===== src/rtl/score_scheduler_if.sv =====
// Bundle of round control, award requests and score outputs between the
// game logic (master) and the score scheduler (slave).
interface score_scheduler_if #(
   parameter int unsigned SCORE_W = 16,
   parameter int unsigned PTS_W   = 4
);
   localparam int unsigned NUM_REQ = 4;

   logic                       start;
   logic                       stop;
   logic [NUM_REQ-1:0]         req;
   logic [NUM_REQ*PTS_W-1:0]   points;
   logic [NUM_REQ-1:0]         ack;
   logic [SCORE_W-1:0]         score_out;
   logic [SCORE_W-1:0]         high_score;
   logic                       new_high;
   logic                       saturated;
   logic                       busy;

   modport master (
      output start, stop, req, points,
      input  ack, score_out, high_score, new_high, saturated, busy
   );

   modport slave (
      input  start, stop, req, points,
      output ack, score_out, high_score, new_high, saturated, busy
   );
endinterface


===== src/rtl/score_scheduler.sv =====
// Round sequencer for the shared score register: round-robin award arbitration
// with saturating accumulation and high-score commit at the end of each round.
module score_scheduler #(
   parameter int unsigned SCORE_W = 16,
   parameter int unsigned PTS_W   = 4
) (
   input  logic               clk,
   input  logic               reset,
   score_scheduler_if.slave   bus
);
   localparam int unsigned NUM_REQ = 4;
   localparam int unsigned IDX_W   = 2;
   localparam int unsigned SUM_W   = SCORE_W + 1;

   typedef enum logic [1:0] {
      S_IDLE = 2'd0,
      S_RUN  = 2'd1,
      S_END  = 2'd2
   } state_t;

   state_t               state_q, state_d;
   logic [NUM_REQ-1:0]   ack_q, ack_d;
   logic [SCORE_W-1:0]   score_q, score_d;
   logic [SCORE_W-1:0]   high_q, high_d;
   logic                 new_high_q, new_high_d;
   logic                 sat_q, sat_d;
   logic                 busy_q, busy_d;
   logic [IDX_W-1:0]     last_q, last_d;

   logic [NUM_REQ-1:0]   elig;
   logic [PTS_W-1:0]     pts [NUM_REQ];
   logic [IDX_W-1:0]     cand;
   logic [IDX_W-1:0]     winner;
   logic                 found;
   logic [SUM_W-1:0]     sum;

   // Round-robin pick starting just after the last winner; the requester
   // being acknowledged this cycle is masked so it is not granted twice.
   always_comb begin
      elig   = bus.req & ~ack_q;
      found  = 1'b0;
      winner = last_q;
      cand   = '0;
      for (int i = 0; i < NUM_REQ; i++) begin
         pts[i] = bus.points[i*PTS_W +: PTS_W];
      end
      for (int k = 1; k <= NUM_REQ; k++) begin
         cand = last_q + IDX_W'(k);
         if (!found && elig[cand]) begin
            found  = 1'b1;
            winner = cand;
         end
      end
      sum = {1'b0, score_q} + SUM_W'(pts[winner]);
   end

   // Next-state and registered-output values.
   always_comb begin
      state_d    = state_q;
      ack_d      = '0;
      score_d    = score_q;
      high_d     = high_q;
      new_high_d = 1'b0;
      sat_d      = sat_q;
      last_d     = last_q;

      case (state_q)
         S_IDLE: begin
            if (bus.start) begin
               state_d = S_RUN;
               score_d = '0;
               sat_d   = 1'b0;
            end
         end
         S_RUN: begin
            if (found) begin
               ack_d  = NUM_REQ'(1) << winner;
               last_d = winner;
               if (sum[SCORE_W]) begin
                  score_d = '1;
                  sat_d   = 1'b1;
               end else begin
                  score_d = sum[SCORE_W-1:0];
               end
            end
            if (bus.stop) begin
               state_d = S_END;
            end
         end
         S_END: begin
            if (score_q > high_q) begin
               high_d     = score_q;
               new_high_d = 1'b1;
            end
            state_d = S_IDLE;
         end
         default: begin
            state_d = S_IDLE;
         end
      endcase

      busy_d = (state_d == S_RUN);
   end

   always_ff @(posedge clk or posedge reset) begin
      if (reset) begin
         state_q    <= S_IDLE;
         ack_q      <= '0;
         score_q    <= '0;
         high_q     <= '0;
         new_high_q <= 1'b0;
         sat_q      <= 1'b0;
         busy_q     <= 1'b0;
         last_q     <= IDX_W'(NUM_REQ - 1);
      end else begin
         state_q    <= state_d;
         ack_q      <= ack_d;
         score_q    <= score_d;
         high_q     <= high_d;
         new_high_q <= new_high_d;
         sat_q      <= sat_d;
         busy_q     <= busy_d;
         last_q     <= last_d;
      end
   end

   assign bus.ack        = ack_q;
   assign bus.score_out  = score_q;
   assign bus.high_score = high_q;
   assign bus.new_high   = new_high_q;
   assign bus.saturated  = sat_q;
   assign bus.busy       = busy_q;
endmodule

===== src/flat_wrapper.sv =====
// flat-port wrapper written by rule: the top's interface ports become plain ports
module score_scheduler_flat 
#(
   parameter int unsigned SCORE_W = 16,
   parameter int unsigned PTS_W   = 4
)
  (clk, reset, bus_start, bus_stop, bus_req, bus_points, bus_ack, bus_score_out, bus_high_score, bus_new_high, bus_saturated, bus_busy);
  score_scheduler_if #(.SCORE_W(SCORE_W), .PTS_W(PTS_W)) bus_i ();
  input  logic clk;
  input  logic reset;
  input wire logic [$bits(bus_i.start)-1:0] bus_start;
  input wire logic [$bits(bus_i.stop)-1:0] bus_stop;
  input wire logic [$bits(bus_i.req)-1:0] bus_req;
  input wire logic [$bits(bus_i.points)-1:0] bus_points;
  output wire logic [$bits(bus_i.ack)-1:0] bus_ack;
  output wire logic [$bits(bus_i.score_out)-1:0] bus_score_out;
  output wire logic [$bits(bus_i.high_score)-1:0] bus_high_score;
  output wire logic [$bits(bus_i.new_high)-1:0] bus_new_high;
  output wire logic [$bits(bus_i.saturated)-1:0] bus_saturated;
  output wire logic [$bits(bus_i.busy)-1:0] bus_busy;
  assign bus_i.start = bus_start;
  assign bus_i.stop = bus_stop;
  assign bus_i.req = bus_req;
  assign bus_i.points = bus_points;
  assign bus_ack = bus_i.ack;
  assign bus_score_out = bus_i.score_out;
  assign bus_high_score = bus_i.high_score;
  assign bus_new_high = bus_i.new_high;
  assign bus_saturated = bus_i.saturated;
  assign bus_busy = bus_i.busy;
  score_scheduler #(.SCORE_W(SCORE_W), .PTS_W(PTS_W)) u_core (.clk(clk), .reset(reset), .bus(bus_i));
endmodule

===== config.mk =====
export PLATFORM = sky130hd
export DESIGN_NAME = score_scheduler_flat
export DESIGN_NICKNAME = d
export VERILOG_FILES = /design/src/rtl/score_scheduler_if.sv /design/src/rtl/score_scheduler.sv /design/src/flat_wrapper.sv
export SDC_FILE = /design/constraint.sdc
export NUM_CORES = 1
export LEC_CHECK = 0
export CORE_MARGIN = 1.5
export CORE_UTILIZATION = 50
export CTS_CLUSTER_SIZE = 28
export DETAILED_ROUTE_END_ITERATION = 10
export PLACE_DENSITY = 0.84
export SYNTH_ARGS = -nofsm -noshare
export SYNTH_HDL_FRONTEND = slang
export SYNTH_SLANG_ARGS = --single-unit
export TNS_END_PERCENT = 50

===== constraint.sdc =====
create_clock -name clk -period 3.75 [get_ports clk]
set_input_delay 0.75 -clock clk [delete_from_list [all_inputs] [get_ports clk]]
set_output_delay 0.75 -clock clk [all_outputs]
set_load 0.01 [all_outputs]

==> flow_summary.toml <==
[clock_network]
cts-buffers-inserted = 5
post_cts.resized_instances = 0
clock_tree.root_cell = "sky130_fd_sc_hd__clkbuf_8"
clock_tree.buffer_depth = 2
holdBufCountCts = 0
cts_tree = "yes"
post-cts-setup-buffers = 0
clkTransAtPathRegs_ns = 0.09
cts.sinks = 43
htreeDepth = 2
clock_insertion_delay_worst_skew_ns = 0.30

[synthesis]
synth_area_leader_cell = "sky130_fd_sc_hd__dfrtp_1"
syn_area_um2 = 2700
synth_flop_cell = "sky130_fd_sc_hd__dfrtp_1"
synth.lib_cells_used.distinct = 53
synth_top_cells_by_area = "sky130_fd_sc_hd__dfrtp_1, sky130_fd_sc_hd__ha_1, sky130_fd_sc_hd__mux2i_1"
synth_top_area_share = 0.380
synth-edff-count = 0
post_synth_inst_count = 262
netlist_top_cells_count = "sky130_fd_sc_hd__dfrtp_1, sky130_fd_sc_hd__inv_1, sky130_fd_sc_hd__ha_1"
share_of_the_yosys_chip_area_belonging_to_registers = 0.400
seq_cells_post_synth = 43
synthesis.nets = 307
yosysMostFrequentCell = "sky130_fd_sc_hd__dfrtp_1"
synth-async-reset-ratio = 1.00
postSynthAreaPerCell_um2 = 10.3
yosysWarningCount = 0

[sta]
grt_setup_unrepaired = "no"
final_setup_vio_count = 0
maxClockFrequency_mhz = 274
hold-worst-slack_ns = 0.520
finalMaxSlewViolations = 0
worst_slew_margin_rel = 0.552
tightestPinTransition_ns = 0.672
min_period_over_period = 0.974
finalHoldViolations = 0
timing.clock.skew_ns = 0.00704
fin_crit_ns = 3.65

[hold_path]
min_path_type = "flop to flop"

[detailed_routing]
finalWirelength_um = 6410
first_iter_violations = 115
overall_via_count_from_detail_route = 2357
drt_pass1_iterations = 4
wire_per_inst_um = 15.4
route.detailed.drc = 0
drt.antenna.violating_nets = 0
detail_route.vias_per_cell = 5.67

[worst_setup_path]
cp_max_fo = 5
setup.worst_path.start_class = "input port"
critPathMaxStageDelay_ns = 0.47
worstSetupPathType = "input port to flop"
cp_dominant_cell_by_count = "sky130_fd_sc_hd__nand2b_1"
timing.critical_path.max_delay_family = "compound AO/OA/AOI/OAI gates"
cp_data_required_time_ns = 3.91
crit_buf_inv = 3
crit_arrival_ns = 3.81
cpMaxStageDelayCell = "sky130_fd_sc_hd__clkdlybuf4s50_1"
crit_path_cell_trace = "clkdlybuf4s50_1, nand2b_1, a22oi_1, o32ai_1, nor2_2, mux2i_1, ha_1, inv_1, fa_1, nand2b_1, a21oi_1, buf_4, a41oi_1, o21ai_0, o311ai_0"
critical_path.endpoint_type = "flop"

[place]
place_inst = 409
dp.final_hpwl_um = 4990
place.port_buffers = 62
dpl-instance-area_um2 = 3530
gpl.final_weighted_congestion = 0.943

[floorplan]
fp.dieArea_um2 = 5840
design.core.area_um2 = 5140
fp-row-count = 26
effective_utilization_at_floorplan = 0.525
floorplan.io_pins = 63
fp.dieH_um = 76.5
fp.dieW_um = 76.5

[final_layout]
antenna_cells = 0
layout-drive-gt1-share = 0.153
design_area_um2 = 3610
area_delta_synth_final_pct = 33.8
fillCellCount = 430
non_filler_instance_count_after_layout = 416
nets = 391

[global_routing]
grt_use_total = 0.229
grt_start_max_net_pins = 44
grt_pass1_vias = 2332
gr-total-overflow = 0
antenna_found_initial = 0
grt_first_pass_wirelength_um = 10700

[power]
total_leakage_power_uw = 0.00159
ir_drop_mv = 0.373
cellPowerDensity_nw_per_um2 = 571

[flow_run]
maxCapViolations = 0

[outcome]
status = "finished clean"
## state kept, by name (all words and copies together), names as in the netlist
name                   flops
u_core.last_q              2
u_core.bus.ack             4
u_core.bus.new_high        1
u_core.bus.busy            1
u_core.state_q             2
u_core.bus.score_out      16
u_core.bus.saturated       1
u_core.bus.high_score     16
## logic make-up (layout without fill, tap and decap cells)
| family | after synthesis | in the layout | synth area share |
|---|---|---|---|
| muxes | 30 | 30 | 0.128 |
| buffers and inverters | 33 | 117 | 0.0538 |
| and+or+nand+nor | 73 | 73 | 0.149 |
| DFF | 43 | 43 | 0.400 |
| adders and majority gates | 21 | 21 | 0.100 |
| AOI/OAI and AO/OA | 60 | 60 | 0.163 |
| xor gates and xnor gates | 2 | 2 | 0.00649 |
## where the power goes
group          switching [µW]  internal, µW  leakage, µW  total, µW
Sequential               91.1           555     0.000579        646
Combinational             540           581     0.000966       1120
Clock                     166           128    0.0000440        294
Total                     797          1260      0.00159       2060
## cells in the final DEF (no fill, tap or decap), types with 4 or more instances in the layout
| master | instances |
|---|---|
| sky130_fd_sc_hd__buf_4 | 23 |
| sky130_fd_sc_hd__ha_1 | 20 |
| sky130_fd_sc_hd__mux2_4 | 7 |
| sky130_fd_sc_hd__nor3_1 | 6 |
| sky130_fd_sc_hd__nand4_1 | 5 |
| sky130_fd_sc_hd__o211ai_1 | 8 |
| sky130_fd_sc_hd__nor2b_1 | 7 |
| sky130_fd_sc_hd__nand3_1 | 15 |
| sky130_fd_sc_hd__o21ai_0 | 11 |
| sky130_fd_sc_hd__a21oi_1 | 12 |
| sky130_fd_sc_hd__o311ai_0 | 4 |
| sky130_fd_sc_hd__mux2_2 | 8 |
| sky130_fd_sc_hd__clkbuf_8 | 5 |
| sky130_fd_sc_hd__nand2b_1 | 9 |
| sky130_fd_sc_hd__mux2i_1 | 15 |
| sky130_fd_sc_hd__nand2_1 | 9 |
| sky130_fd_sc_hd__inv_1 | 25 |
| sky130_fd_sc_hd__clkdlybuf4s50_1 | 62 |
| sky130_fd_sc_hd__dfrtp_1 | 41 |
| sky130_fd_sc_hd__nor2_1 | 9 |
## cell type report
type	count	area, µm²	area share
tap	70	87.6	0.0243
sequential	43	1080	0.299
clock buffer	5	68.8	0.0191
inverter	25	93.8	0.0260
multi-input combinational	186	1470	0.408
clock inverter	2	13.8	0.00381
timing repair buffer	85	793	0.220
## worst min-delay path, cell delays in order, from the launching register on
cell	delay (ns)
sky130_fd_sc_hd__dfstp_2	0.40
sky130_fd_sc_hd__nand2_1	0.05
sky130_fd_sc_hd__o21ai_0	0.07
## final timing paths
check	from	cells after the start	slack, ns	to
max	bus_req[2]	15	0.1	u_core.bus.score_out[8]
min	u_core.last_q[0]	2	0.52	u_core.last_q[0]
max reg2reg	u_core.bus.ack[2]	14	0.53	u_core.bus.score_out[8]
min reg2reg	u_core.last_q[0]	2	0.52	u_core.last_q[0]
max in group asynchronous	reset	3	2.47	u_core.last_q[1]
min in group asynchronous	reset	3	0.89	u_core.bus.high_score[7]
## through the flow
stage	total power, µW	worst slack [ns]	util	TNS [ns]
floorplan	1330	0.311	-	0
global placement	1720	0.0393	0.686	0
detailed placement	1770	-0.204	0.686	-1.28
CTS	2070	0.105	0.702	0
global route	2200	0.00979	0.702	0
finish	2060	0.0973	0.702	0
## routing by layer
layer / up-vias / share of wire / global-route usage
met1: 1134 / 0.43 / 0.294
met2: 78 / 0.51 / 0.397
met4: 0 / 0.012 / 0.0648
met5: - / 0 / 0
met3: 10 / 0.052 / 0.0383
li1: 1135 / - / -
Note: power is estimated with default switching activity, not from simulation.
